--- src/rtl/seven_segment_pkg.sv ---
// Shared definitions for the seven-segment display path (scanner, decoder and their benches).
package seven_segment_pkg;

    localparam int DIGIT_W        = 4;
    localparam int SEG_W          = 7;
    localparam int DEFAULT_DIGITS = 4;

    typedef logic [DIGIT_W-1:0]                digit_t;
    typedef logic [DEFAULT_DIGITS*DIGIT_W-1:0] digit_vec_t;

    function automatic logic is_zero(input digit_t d);
        return d == '0;
    endfunction

endpackage

--- src/rtl/seven_segment_scanner_scan_timer.sv ---
// Slot/digit counters for the display scanner: slot position, digit index, frame end and blank window.
module scan_timer
    import seven_segment_pkg::*;
#(
    parameter  int DIGITS       = 4,
    parameter  int REFRESH_DIV  = 50000,
    parameter  int BLANK_CYCLES = 2,
    localparam int CNT_W        = $clog2(REFRESH_DIV),
    localparam int IDX_W        = $clog2(DIGITS)
) (
    input  logic             i_clk,
    input  logic             i_rst,
    output logic [IDX_W-1:0] o_idx,
    output logic             o_frame_done,
    output logic             o_in_blank
);

    logic [CNT_W-1:0] r_cnt;
    logic [IDX_W-1:0] r_idx;
    logic             w_slot_end;
    logic             w_last_idx;

    assign w_slot_end = (r_cnt == CNT_W'(REFRESH_DIV - 1));
    assign w_last_idx = (r_idx == IDX_W'(DIGITS - 1));

    always_ff @(posedge i_clk) begin
        if (i_rst) begin
            r_cnt <= '0;
            r_idx <= '0;
        end else if (w_slot_end) begin
            r_cnt <= '0;
            r_idx <= w_last_idx ? '0 : r_idx + 1'b1;
        end else begin
            r_cnt <= r_cnt + 1'b1;
        end
    end

    assign o_idx        = r_idx;
    assign o_frame_done = w_slot_end && w_last_idx;
    // Anodes stay dark for the first few cycles of every slot to avoid ghosting.
    assign o_in_blank   = (r_cnt < CNT_W'(BLANK_CYCLES));

endmodule

--- src/rtl/seven_segment_scanner.sv ---
// Time-multiplexed common-anode display driver with frame-synchronous value update and leading-zero suppression.
module seven_segment_scanner
    import seven_segment_pkg::*;
#(
    parameter  int DIGITS       = 4,
    parameter  int REFRESH_DIV  = 50000,
    parameter  int BLANK_CYCLES = 2,
    localparam int IDX_W        = $clog2(DIGITS),
    localparam int VAL_W        = DIGITS * DIGIT_W
) (
    input  logic               i_clk,
    input  logic               i_rst,
    input  logic [VAL_W-1:0]   i_value,
    input  logic               i_load,
    input  logic               i_lzs_en,
    input  logic [DIGITS-1:0]  i_blank,
    output logic [DIGIT_W-1:0] o_digit_code,
    output logic [DIGITS-1:0]  o_anode_n,
    output logic [IDX_W-1:0]   o_digit_idx,
    output logic               o_frame_done
);

    logic [VAL_W-1:0]  r_pending;
    logic              r_pend_valid;
    logic [VAL_W-1:0]  r_active;

    logic [IDX_W-1:0]  w_idx;
    logic              w_frame_done;
    logic              w_in_blank;
    logic [DIGITS-1:0] w_zero_from;
    logic              w_suppressed;

    scan_timer #(
        .DIGITS       (DIGITS),
        .REFRESH_DIV  (REFRESH_DIV),
        .BLANK_CYCLES (BLANK_CYCLES)
    ) u_scan_timer (
        .i_clk        (i_clk),
        .i_rst        (i_rst),
        .o_idx        (w_idx),
        .o_frame_done (w_frame_done),
        .o_in_blank   (w_in_blank)
    );

    // A load in the boundary cycle itself goes straight to the display, skipping the pending buffer.
    always_ff @(posedge i_clk) begin
        if (i_rst) begin
            r_pending    <= '0;
            r_pend_valid <= 1'b0;
            r_active     <= '0;
        end else if (w_frame_done) begin
            if (i_load) begin
                r_active <= i_value;
            end else if (r_pend_valid) begin
                r_active <= r_pending;
            end
            r_pend_valid <= 1'b0;
        end else if (i_load) begin
            r_pending    <= i_value;
            r_pend_valid <= 1'b1;
        end
    end

    // w_zero_from[i] is set when digits i..DIGITS-1 of the shown value are all zero.
    always_comb begin
        logic acc;
        acc         = 1'b1;
        w_zero_from = '0;
        for (int i = DIGITS - 1; i >= 0; i--) begin
            acc            = acc && is_zero(r_active[i*DIGIT_W +: DIGIT_W]);
            w_zero_from[i] = acc;
        end
    end

    assign w_suppressed = i_lzs_en && (w_idx != '0) && w_zero_from[w_idx];

    always_comb begin
        o_digit_code = '0;
        for (int i = 0; i < DIGITS; i++) begin
            if (w_idx == IDX_W'(i)) begin
                o_digit_code = r_active[i*DIGIT_W +: DIGIT_W];
            end
        end
    end

    always_comb begin
        o_anode_n = '1;
        if (!w_in_blank && !i_blank[w_idx] && !w_suppressed) begin
            o_anode_n[w_idx] = 1'b0;
        end
    end

    assign o_digit_idx  = w_idx;
    assign o_frame_done = w_frame_done;

endmodule

--- config.mk ---
export PLATFORM = sky130hd
export DESIGN_NAME = seven_segment_scanner
export DESIGN_NICKNAME = d
export VERILOG_FILES = /design/src/rtl/seven_segment_pkg.sv /design/src/rtl/seven_segment_scanner_scan_timer.sv /design/src/rtl/seven_segment_scanner.sv
export SDC_FILE = /design/constraint.sdc
export NUM_CORES = 1
export LEC_CHECK = 0
export CORE_AREA = 2 2 76 78
export DETAILED_ROUTE_END_ITERATION = 7
export DIE_AREA = 0 0 78 80
export PLACE_DENSITY = 0.75
export REMOVE_ABC_BUFFERS = 1
export SLEW_MARGIN = 20
export SYNTH_ARGS = -nofsm -noshare
export SYNTH_HDL_FRONTEND = slang
export SYNTH_SLANG_ARGS = --single-unit
--- constraint.sdc ---
create_clock -name i_clk -period 3.1 [get_ports i_clk]
set_clock_uncertainty 0.15 [all_clocks]
set_input_delay 0.465 -clock i_clk [delete_from_list [all_inputs] [get_ports i_clk]]
set_output_delay 0.465 -clock i_clk [all_outputs]
set_load 0.01 [all_outputs]
==> metrics.txt, run 1 <==
status completed; Data required, critical path approximately 2.5 ns; Synth Area per Inst 8.53 um2; Rows 27; total core area 0.00541 mm2; clock latency on the worst-skew pair slightly above 0.3 ns; DR vias 2279; TNS Setup 0 ns; ys async rst share 0%; dpl cell area 0.00305 mm2; DRC viols 0; max-cap viol count 0; achievable clock frequency 0.332 GHz; CP Launch Type flop; Worst setup EP type output port; largest net degree at the start of global routing 33; leakage ~1.1 nW; Worst Reg-to-Reg Cells 6; n_diodes 0; Hold Startpoint r_pending[3]; worst hold path depth 2; most frequent cells in the layout 50 x dfxtp_1, 45 x nand2_1, 34 x clkdlybuf4s50_1, 27 x a21oi_1; Vias/cell 5.53; initial antenna violation count 0; share of layout cells above drive strength 1 about an eighth; register bit count reported by yosys roughly 50; RSZ-0062 raised after global routing no; Hold Vio Cnt, Final 0; H-tree depth 2; commonest non-fill, non-tap cell in the layout dfxtp_1; Slew Limit Fails 0; Post-Syn Area approximately 0.0026 mm2; CP arrival approximately 2.4 ns; Detail Placement HPWL a little over 4000 um; TritonRoute pass-1 iters 4; die footprint approximately 0.0062 mm2; Overflow after GRT 0; Slew headroom about 27%; Root Buffer clkbuf_8; worst-path maximum fanout 6; Least-Margin Pin Slew about 1.1 ns; sequential area share after synthesis roughly two fifths; worst r2r dst r_pending[12]; Fillers approximately 500; peak supply drop between 0.2 and 0.25 mV; initial drt markers around 150; first-pass GRT wire length between 10000 and 15000 um; IO Pins 35; Port Buffers 34; Synth cell types 35; FF-to-FF setup slack around 0.47 ns; WHS Endpoint r_pending[3]; final setup fails 0; WL final between 5000 and 6000 um; launch point of the worst reg-to-reg path u_scan_timer.r_cnt[1]; GR Util All Layers about 20%; Area Overhead vs Synth 20.5%; Post-synth top flop dfxtp_1; Final period util between 90% and 100%; clk buf depth 2; DIE HEIGHT approximately 80 um; synthesized instance count 310; Clock transition at path regs ~0.1 ns; GP Congestion 0.895; Sink Count between 50 and 60; TritonCTS clock tree yes; yosys warns 0; TritonCTS Buffers 5; PD cells 403 mW/mm2; die width 78 um; Nets between 300 and 400; post-layout minimum cycle time between 3 and 4 ns; ANT nets after route 0; vias in the first global route around 2100; Post-synth EDFFs 0; design area ~0.0032 mm2; Initial Util 48.9%; Setup Crit Path Kind flop to output port; Hold Path Class flop to flop; routed length per instance approximately 14 um
## worst max-delay path: stages (launching register included)
cell and delay [ns]:
dfxtp_1 0.38, or4_4 0.59, nor4_2 0.24, a31oi_2 0.19, nand3_1 0.14, clkdlybuf4s50_1 0.54
## cells by family after synthesis
| kind of cell | synth area share (%) |
|---|---|
| and+or+nand+nor | 23.0 |
| AOI/OAI and AO/OA | 12.7 |
| DFF | 38.6 |
| buffers and inverters | 4.97 |
| adders and majority gates | 2.37 |
| xor gates and xnor gates | 4.64 |
| muxes | 13.7 |
## sequential cells by signal, indices dropped and copies added (netlist names)
name	cells
r_active	16
r_pend_valid	1
u_scan_timer.o_idx	2
r_pending	16
u_scan_timer.r_cnt	16
## how the worst max path moves through the flow
stage / from / to / slack, ns / cells after the start
final: u_scan_timer.r_cnt[4] / o_anode_n[1] / 0.09 / 5
after global routing: u_scan_timer.r_cnt[4] / o_anode_n[3] / 0.0002 / 5
after CTS: u_scan_timer.r_cnt[0] / o_frame_done / 0.01 / 5
after detailed placement: i_blank[3] / o_anode_n[1] / 0.23 / 5
after global placement: i_blank[3] / o_anode_n[2] / 0.30 / 5
after floorplan: u_scan_timer.r_cnt[4] / o_anode_n[1] / 0.36 / 4
## what timing repair did
action                                  4_1_cts  5_1_grt
resized for setup                             0        3
endpoints found under the setup margin        0        1
hold buffers                                  0        0
buffers inserted                              0        0
## Yosys cell counts (all sizes together) (3+ instances only)
cell type / number / area (um2)
or4: 3 / 26.3
dfxtp: 51 / 1020
xnor2: 10 / 87.6
nor2: 20 / 75.1
ha: 5 / 62.6
clkbuf: 16 / 60.1
buf: 7 / 45.0
nor4: 11 / 75.1
a21oi: 27 / 135
nand2: 45 / 169
mux2i: 16 / 160
mux2: 16 / 180
o21ai: 9 / 56.3
nand3: 9 / 50.1
nand4: 20 / 125
nand3b: 5 / 37.5
o31ai: 16 / 120
nor3: 6 / 30.0
inv: 7 / 26.3
xor2: 4 / 35.0
## area by class of cell
type	instances	area, um2	share of cell area [%]
timing repair buffer	45	423	13.3
tap	72	90.1	2.83
inverter	7	26.3	0.824
clock buffer	6	82.6	2.59
clock inverter	2	35.0	1.10
sequential	51	1020	32.1
multi-input combinational	229	1510	47.3
## routing by layer
| metal | wire, um | global-route usage (%) | up-vias |
|---|---|---|---|
| met1 | 2780 | 25.6 | 1063 |
| met2 | 2880 | 34.6 | 31 |
| met4 | 86 | 5.96 | 0 |
| met5 | 0 | 0 | - |
| li1 | - | - | 1176 |
| met3 | 190 | 3.51 | 9 |
## power breakdown
| group | switching, mW | total (mW) | internal, mW |
|---|---|---|---|
| sequential | 0.0108 | 0.683 | 0.672 |
| clock | 0.225 | 0.487 | 0.261 |
| combinational | 0.0494 | 0.114 | 0.0649 |
| total | 0.286 | 1.28 | 0.998 |
## stage by stage
step | util (%) | power, mW | std cells | hold slack, ns | worst slack (ns)
2_1_floorplan | - | 0.753 | 287 | 0.282 | 0.361
3_3_place_gp | 56.5 | 0.808 | 404 | 0.290 | 0.301
3_5_place_dp | 56.5 | 0.812 | 404 | 0.299 | 0.228
4_1_cts | 58.7 | 1.29 | 412 | 0.316 | 0.0103
5_1_grt | 59.0 | 1.33 | 412 | 0.327 | 0.000154
6_report | 59.0 | 1.28 | 412 | 0.310 | 0.0906
(Power assumes the default switching activity.)
==> inputs of run 2 (changes only) <==
CELL_PAD_IN_SITES_DETAIL_PLACEMENT = 1   (was default)
CELL_PAD_IN_SITES_GLOBAL_PLACEMENT = 2   (was default)
CORE_AREA = 2 2 93 95   (was 2 2 76 78)
DIE_AREA = 0 0 95 97   (was 0 0 78 80)
PLACE_DENSITY = 0.81   (was 0.75)
SLEW_MARGIN = default   (was 20)
==> run 2 against run 1 <==
  * Hold slack improved by 0.0040 ns
  * Via count increased by 3.6%
  * Sequential share of layout area is 0.42 points lower
  * Combinational power increased by 4%
  * Die area up 48%
  * Sequential cell count unchanged
==> metrics.txt, run 2 (synthesis results as in run 1) <==
WL final 7260 um (was 5940 um); H-tree depth 2 (unchanged); die footprint 0.00922 mm2 (was 0.00624 mm2); n_diodes 0 (unchanged); largest registers r_active (16), r_pending (16), u_scan_timer.r_cnt (16) (unchanged); launch point of the worst reg-to-reg path u_scan_timer.r_cnt[0] (was u_scan_timer.r_cnt[1]); CP Launch Type flop (unchanged); Detail Placement HPWL 5120 um (was 4120 um); post-cts hold buffer count 0 (unchanged); initial antenna violation count 0 (unchanged); Final period util 94.9% (was 97.1%); DIE HEIGHT 97 um (was 80 um); Register Area 0.00102 mm2 (unchanged); GR Util All Layers 16.5% (was 20.0%); TritonCTS Buffers 5 (unchanged); initial drt markers 58 (was 153); Rows 33 (was 27); TritonCTS clock tree yes (unchanged); Initial Util 32.5% (was 48.9%); share of layout cells above drive strength 1 12.6% (was 12.9%); RSZ-0062 raised after global routing no (unchanged); PD cells 389 mW/mm2 (was 403 mW/mm2); critical path startpoint u_scan_timer.r_cnt[4] (unchanged); CP arrival 2.33 ns (was 2.39 ns); Hold Path Class flop to flop (unchanged); area taken by multi-input logic gates 0.00151 mm2 (about the same); status completed (unchanged); Hold Startpoint r_pending[2] (was r_pending[3]); DR vias 2361 (was 2279); WP buf/inv 1 (unchanged); critical path's largest stage delay 0.60 ns (was 0.59 ns); clk buf depth 2 (unchanged); GP Congestion 0.791 (was 0.895); Power, Total 1.26 mW (was 1.28 mW); IO Pins 35 (unchanged); Worst setup EP type output port (unchanged); Port Buffers 34 (unchanged); clock latency on the worst-skew pair 0.30 ns (was 0.31 ns); worst path cell trace or4_4, nor4_4, a31oi_2, nand3_1, clkdlybuf4s50_1 (was or4_4, nor4_2, a31oi_2, nand3_1, clkdlybuf4s50_1); ANT nets after route 0 (unchanged); Clock transition at path regs 0.09 ns (was 0.10 ns); achievable clock frequency 0.340 GHz (was 0.332 GHz); TNS Setup 0 ns (unchanged); routed length per instance 16.3 um (was 14.4 um); Nets 369 (was 368); peak supply drop 0.215 mV (was 0.241 mV); Data required, critical path 2.48 ns (about the same); Setup Crit Path Kind flop to output port (unchanged); Finished Core Util 39.7% (was 59.0%); largest net degree at the start of global routing 34 (was 33); Fillers 952 (was 492); DRC viols 0 (unchanged); total core area 0.00813 mm2 (was 0.00541 mm2); Slew Limit Fails 0 (unchanged); Hold Vio Cnt, Final 0 (unchanged); Slew headroom 17.5% (was 27.1%); Least-Margin Pin Slew 1.23 ns (was 1.09 ns); commonest non-fill, non-tap cell in the layout dfxtp_1 (unchanged); leakage 1.11 nW (about the same); TritonRoute pass-1 iters 4 (unchanged); vias in the first global route 2527 (was 2109); worst-path maximum fanout 6 (unchanged); Area Overhead vs Synth 22.1% (was 20.5%); first-pass GRT wire length 12300 um (was 10100 um); die width 95 um (was 78 um); Worst path slowest cell or4_4 (unchanged); max-cap viol count 0 (unchanged); Vias/cell 5.31 (was 5.53); most frequent cells in the layout 50 x dfxtp_1, 45 x nand2_1, 34 x clkdlybuf4s50_1, 27 x a21oi_1 (unchanged); delay-heaviest family, CP simple AND/OR/NAND/NOR gates (unchanged); post-layout minimum cycle time 2.94 ns (was 3.01 ns); final setup fails 0 (unchanged); Root Buffer clkbuf_8 (unchanged); Sink Count 51 (unchanged); Overflow after GRT 0 (unchanged)
run 2: changes by cell type in the layout (fill, tap and decap cells not counted), sizes merged:
cell and delta:
buf +1, clkbuf -1, clkinv -1, clkinvlp +1
run 2: final timing paths:
kind / to / slack (ns) / cells after the start
worst max-delay path: o_anode_n[2] / 0.16 / 5
worst min-delay path: r_pending[2] / 0.31 / 2
worst max register to register: r_pending[15] / 0.50 / 6
worst min register to register: r_pending[2] / 0.31 / 2
run 2: repair_timing:
item	CTS	global route
gates resized for setup	0	4
setup endpoints to repair	0	4
setup buffers	0	0
run 2: per-stage QoR:
| stage | hold slack [ns] | cell area [um2] | std cells | setup slack [ns] |
|---|---|---|---|---|
| floorplan | 0.282 | 2540 | 287 | 0.361 |
| global route | 0.336 | 3230 | 445 | 0.0351 |
| CTS | 0.316 | 3210 | 445 | 0.0831 |
| detailed placement | 0.303 | 3100 | 438 | 0.228 |
| global placement | 0.290 | 3100 | 438 | 0.286 |
| finish | 0.314 | 3230 | 445 | 0.159 |
run 2: layout make-up:
class	instances	area share (%)
Clock buffer	5	2.13
Inverter	7	0.814
Clock inverter	2	1.16
Tap cell	105	4.07
Timing Repair Buffer	46	13.3
Multi-Input combinational cell	229	46.8
Sequential cell	51	31.7
run 2: report_power, final:
part	total, mW	leakage (nW)	switching (mW)	internal [mW]
Sequential	0.683	0.415	0.0109	0.672
Clock	0.456	0.0502	0.220	0.236
Combinational	0.118	0.642	0.0525	0.0650
Total	1.26	1.11	0.283	0.973
run 2: routing by layer:
layer	routed length, um	GRT usage (%)	up-vias
met5	0	0	-
met4	53	3.57	0
met3	195	3.19	4
met2	3680	29.1	25
met1	3340	20.4	1158
li1	-	-	1174
run 2: worst min-delay path: cells and delay by family (launching register included):
family | cells | cell delay (ns)
flops | 1 | 0.32
simple gates | 1 | 0.05
mux | 1 | 0.05
==> inputs of run 3 (changes only) <==
CELL_PAD_IN_SITES_DETAIL_PLACEMENT = 0   (was 1)
CELL_PAD_IN_SITES_GLOBAL_PLACEMENT = 1   (was 2)
CORE_AREA = 2 2 84 86   (was 2 2 93 95)
DIE_AREA = 0 0 86 88   (was 0 0 95 97)
PLACE_DENSITY = 0.8   (was 0.81)
==> run 3 against run 2 <==
  * Critical path depth is the same
  * Clock-buffer cell count is 1 higher
  * Sequential cell count unchanged
  * Register-to-register slack gained 0.10 ns
  * Worst setup slack got worse by 0.041 ns
  * Die area fell by 18%
  * Clock power decreased by 14%
  * Wire length is 15% lower
  * Cell area shrank 2.0%
  * First-iteration DRC count is 76% higher
  * Largest power group unchanged
==> metrics.txt, run 3 (synthesis results as in run 1) <==
IO Pins 35 (unchanged); achievable clock frequency 0.335 GHz (was 0.340 GHz); Final period util 96.2% (was 94.9%); DIE HEIGHT 88 um (was 97 um); Sink Count 51 (unchanged); clk buf depth 2 (unchanged); status completed (unchanged); DR vias 2294 (was 2361); WP buf/inv 1 (unchanged); clock latency on the worst-skew pair 0.31 ns (was 0.30 ns); Power, Total 1.19 mW (was 1.26 mW); Hold Startpoint r_pending[6] (was r_pending[2]); Hold Vio Cnt, Final 0 (unchanged); Detail Placement HPWL 4330 um (was 5120 um); critical path's largest stage delay 0.61 ns (was 0.60 ns); worst-path maximum fanout 5 (was 6); die width 86 um (was 95 um); TritonCTS clock tree yes (unchanged); TritonCTS Buffers 5 (unchanged); worst path cell trace ha_1, nand3_2, or3_1, nor3_1, clkdlybuf4s50_1 (was or4_4, nor4_4, a31oi_2, nand3_1, clkdlybuf4s50_1); routed length per instance 14.8 um (was 16.3 um); delay-heaviest family, CP simple AND/OR/NAND/NOR gates (unchanged); critical path startpoint u_scan_timer.r_cnt[0] (was u_scan_timer.r_cnt[4]); initial drt markers 102 (was 58); FF-to-FF setup slack 0.60 ns (was 0.50 ns); Setup Crit Path Kind flop to output port (unchanged); H-tree depth 2 (unchanged); first-pass GRT wire length 10800 um (was 12300 um); max-cap viol count 0 (unchanged); initial antenna violation count 0 (unchanged); CP arrival 2.37 ns (was 2.33 ns); post-layout minimum cycle time 2.98 ns (was 2.94 ns); CP Launch Type flop (unchanged); share of layout cells above drive strength 1 12.4% (was 12.6%); Port Buffers 34 (unchanged); leakage 1.10 nW (was 1.11 nW); Worst path slowest cell clkdlybuf4s50_1 (was or4_4); worst r2r dst u_scan_timer.o_idx[0] (was r_pending[15]); vias in the first global route 2253 (was 2527); GP Congestion 0.792 (was 0.791); PD cells 375 mW/mm2 (was 389 mW/mm2); final setup fails 0 (unchanged); launch point of the worst reg-to-reg path u_scan_timer.r_cnt[4] (was u_scan_timer.r_cnt[0]); TritonRoute pass-1 iters 4 (unchanged); TNS Setup 0 ns (unchanged); WHS 0.310 ns (was 0.314 ns); Worst Reg-to-Reg Cells 4 (was 6); Overflow after GRT 0 (unchanged); Area Overhead vs Synth 19.7% (was 22.1%); peak supply drop 0.156 mV (was 0.215 mV); Finished Core Util 47.6% (was 39.7%); Rows 30 (was 33); largest net degree at the start of global routing 34 (unchanged); total core area 0.00664 mm2 (was 0.00813 mm2); commonest non-fill, non-tap cell in the layout dfxtp_1 (unchanged); Root Buffer clkbuf_8 (unchanged); Worst setup EP type output port (unchanged); WL final 6200 um (was 7260 um); GR Util All Layers 17.8% (was 16.5%); Nets 369 (unchanged); Crit path depth 5 (unchanged); Initial Util 39.8% (was 32.5%); Vias/cell 5.46 (was 5.31); Slew Limit Fails 0 (unchanged); Least-Margin Pin Slew 1.20 ns (was 1.23 ns); RSZ-0062 raised after global routing no (unchanged); die footprint 0.00757 mm2 (was 0.00922 mm2); most frequent cells in the layout 50 x dfxtp_1, 45 x nand2_1, 34 x clkdlybuf4s50_1, 27 x a21oi_1 (unchanged); Clock transition at path regs 0.09 ns (about the same); n_diodes 0 (unchanged); Data required, critical path 2.48 ns (about the same); DRC viols 0 (unchanged); ANT nets after route 0 (unchanged); Slew headroom 19.8% (was 17.5%); crit path capture o_frame_done (was o_anode_n[2]); Hold Path Class flop to flop (unchanged); largest registers r_active (16), r_pending (16), u_scan_timer.r_cnt (16) (unchanged)
-- run 3: power breakdown --
part	internal, mW	leakage (nW)	switching [mW]
combinational	0.0649	0.636	0.0495
sequential	0.672	0.415	0.0105
clock	0.176	0.0470	0.215
-- run 3: how the worst min path moves through the flow --
stage / endpoint / slack (ns) / cells past startpoint
after floorplan: r_pending[0] / 0.28 / 2
after global placement: r_pending[5] / 0.29 / 2
after detailed placement: r_pending[9] / 0.30 / 2
after CTS: r_pending[9] / 0.32 / 2
after global routing: r_pending[8] / 0.34 / 2
final: r_pending[6] / 0.31 / 2
-- run 3: metrics by stage --
step,worst slack [ns],instances,area [um2]
3_3_place_gp,0.281,413,3070
2_1_floorplan,0.361,287,2540
3_5_place_dp,0.173,413,3070
5_1_grt,0.000160,420,3170
4_1_cts,0.108,420,3160
6_report,0.118,420,3170
-- run 3: area by class of cell --
cell class,count,area (um2)
Clock buffer,6,82.6
Multi-Input combinational cell,229,1500
Timing Repair Buffer,46,430
Inverter,7,26.3
Tap cell,80,100
Sequential cell,51,1020
Fill cell,661,3480
Clock inverter,1,5.00
-- run 3: what timing repair did --
item,in CTS,in global routing
endpoints found under the setup margin,0,3
resized for setup,0,2
endpoints found under the hold margin,0,0
hold buffers,0,0
buffers inserted,0,0
-- run 3: per-layer routing --
layer	wire length [um]	share of wire [%]	GRT usage [%]
met1	2920	47	22.9
met2	2970	48	29.9
met3	190	3.1	3.02
met4	127	2.0	6.64
met5	0	0	0
-- run 3: worst register-to-register path, delay by kind of cell, from the launching register on --
| kind | cells | cell delay (ns) |
|---|---|---|
| compound gates | 1 | 0.16 |
| flops | 1 | 0.37 |
| simple gates | 3 | 1.77 |
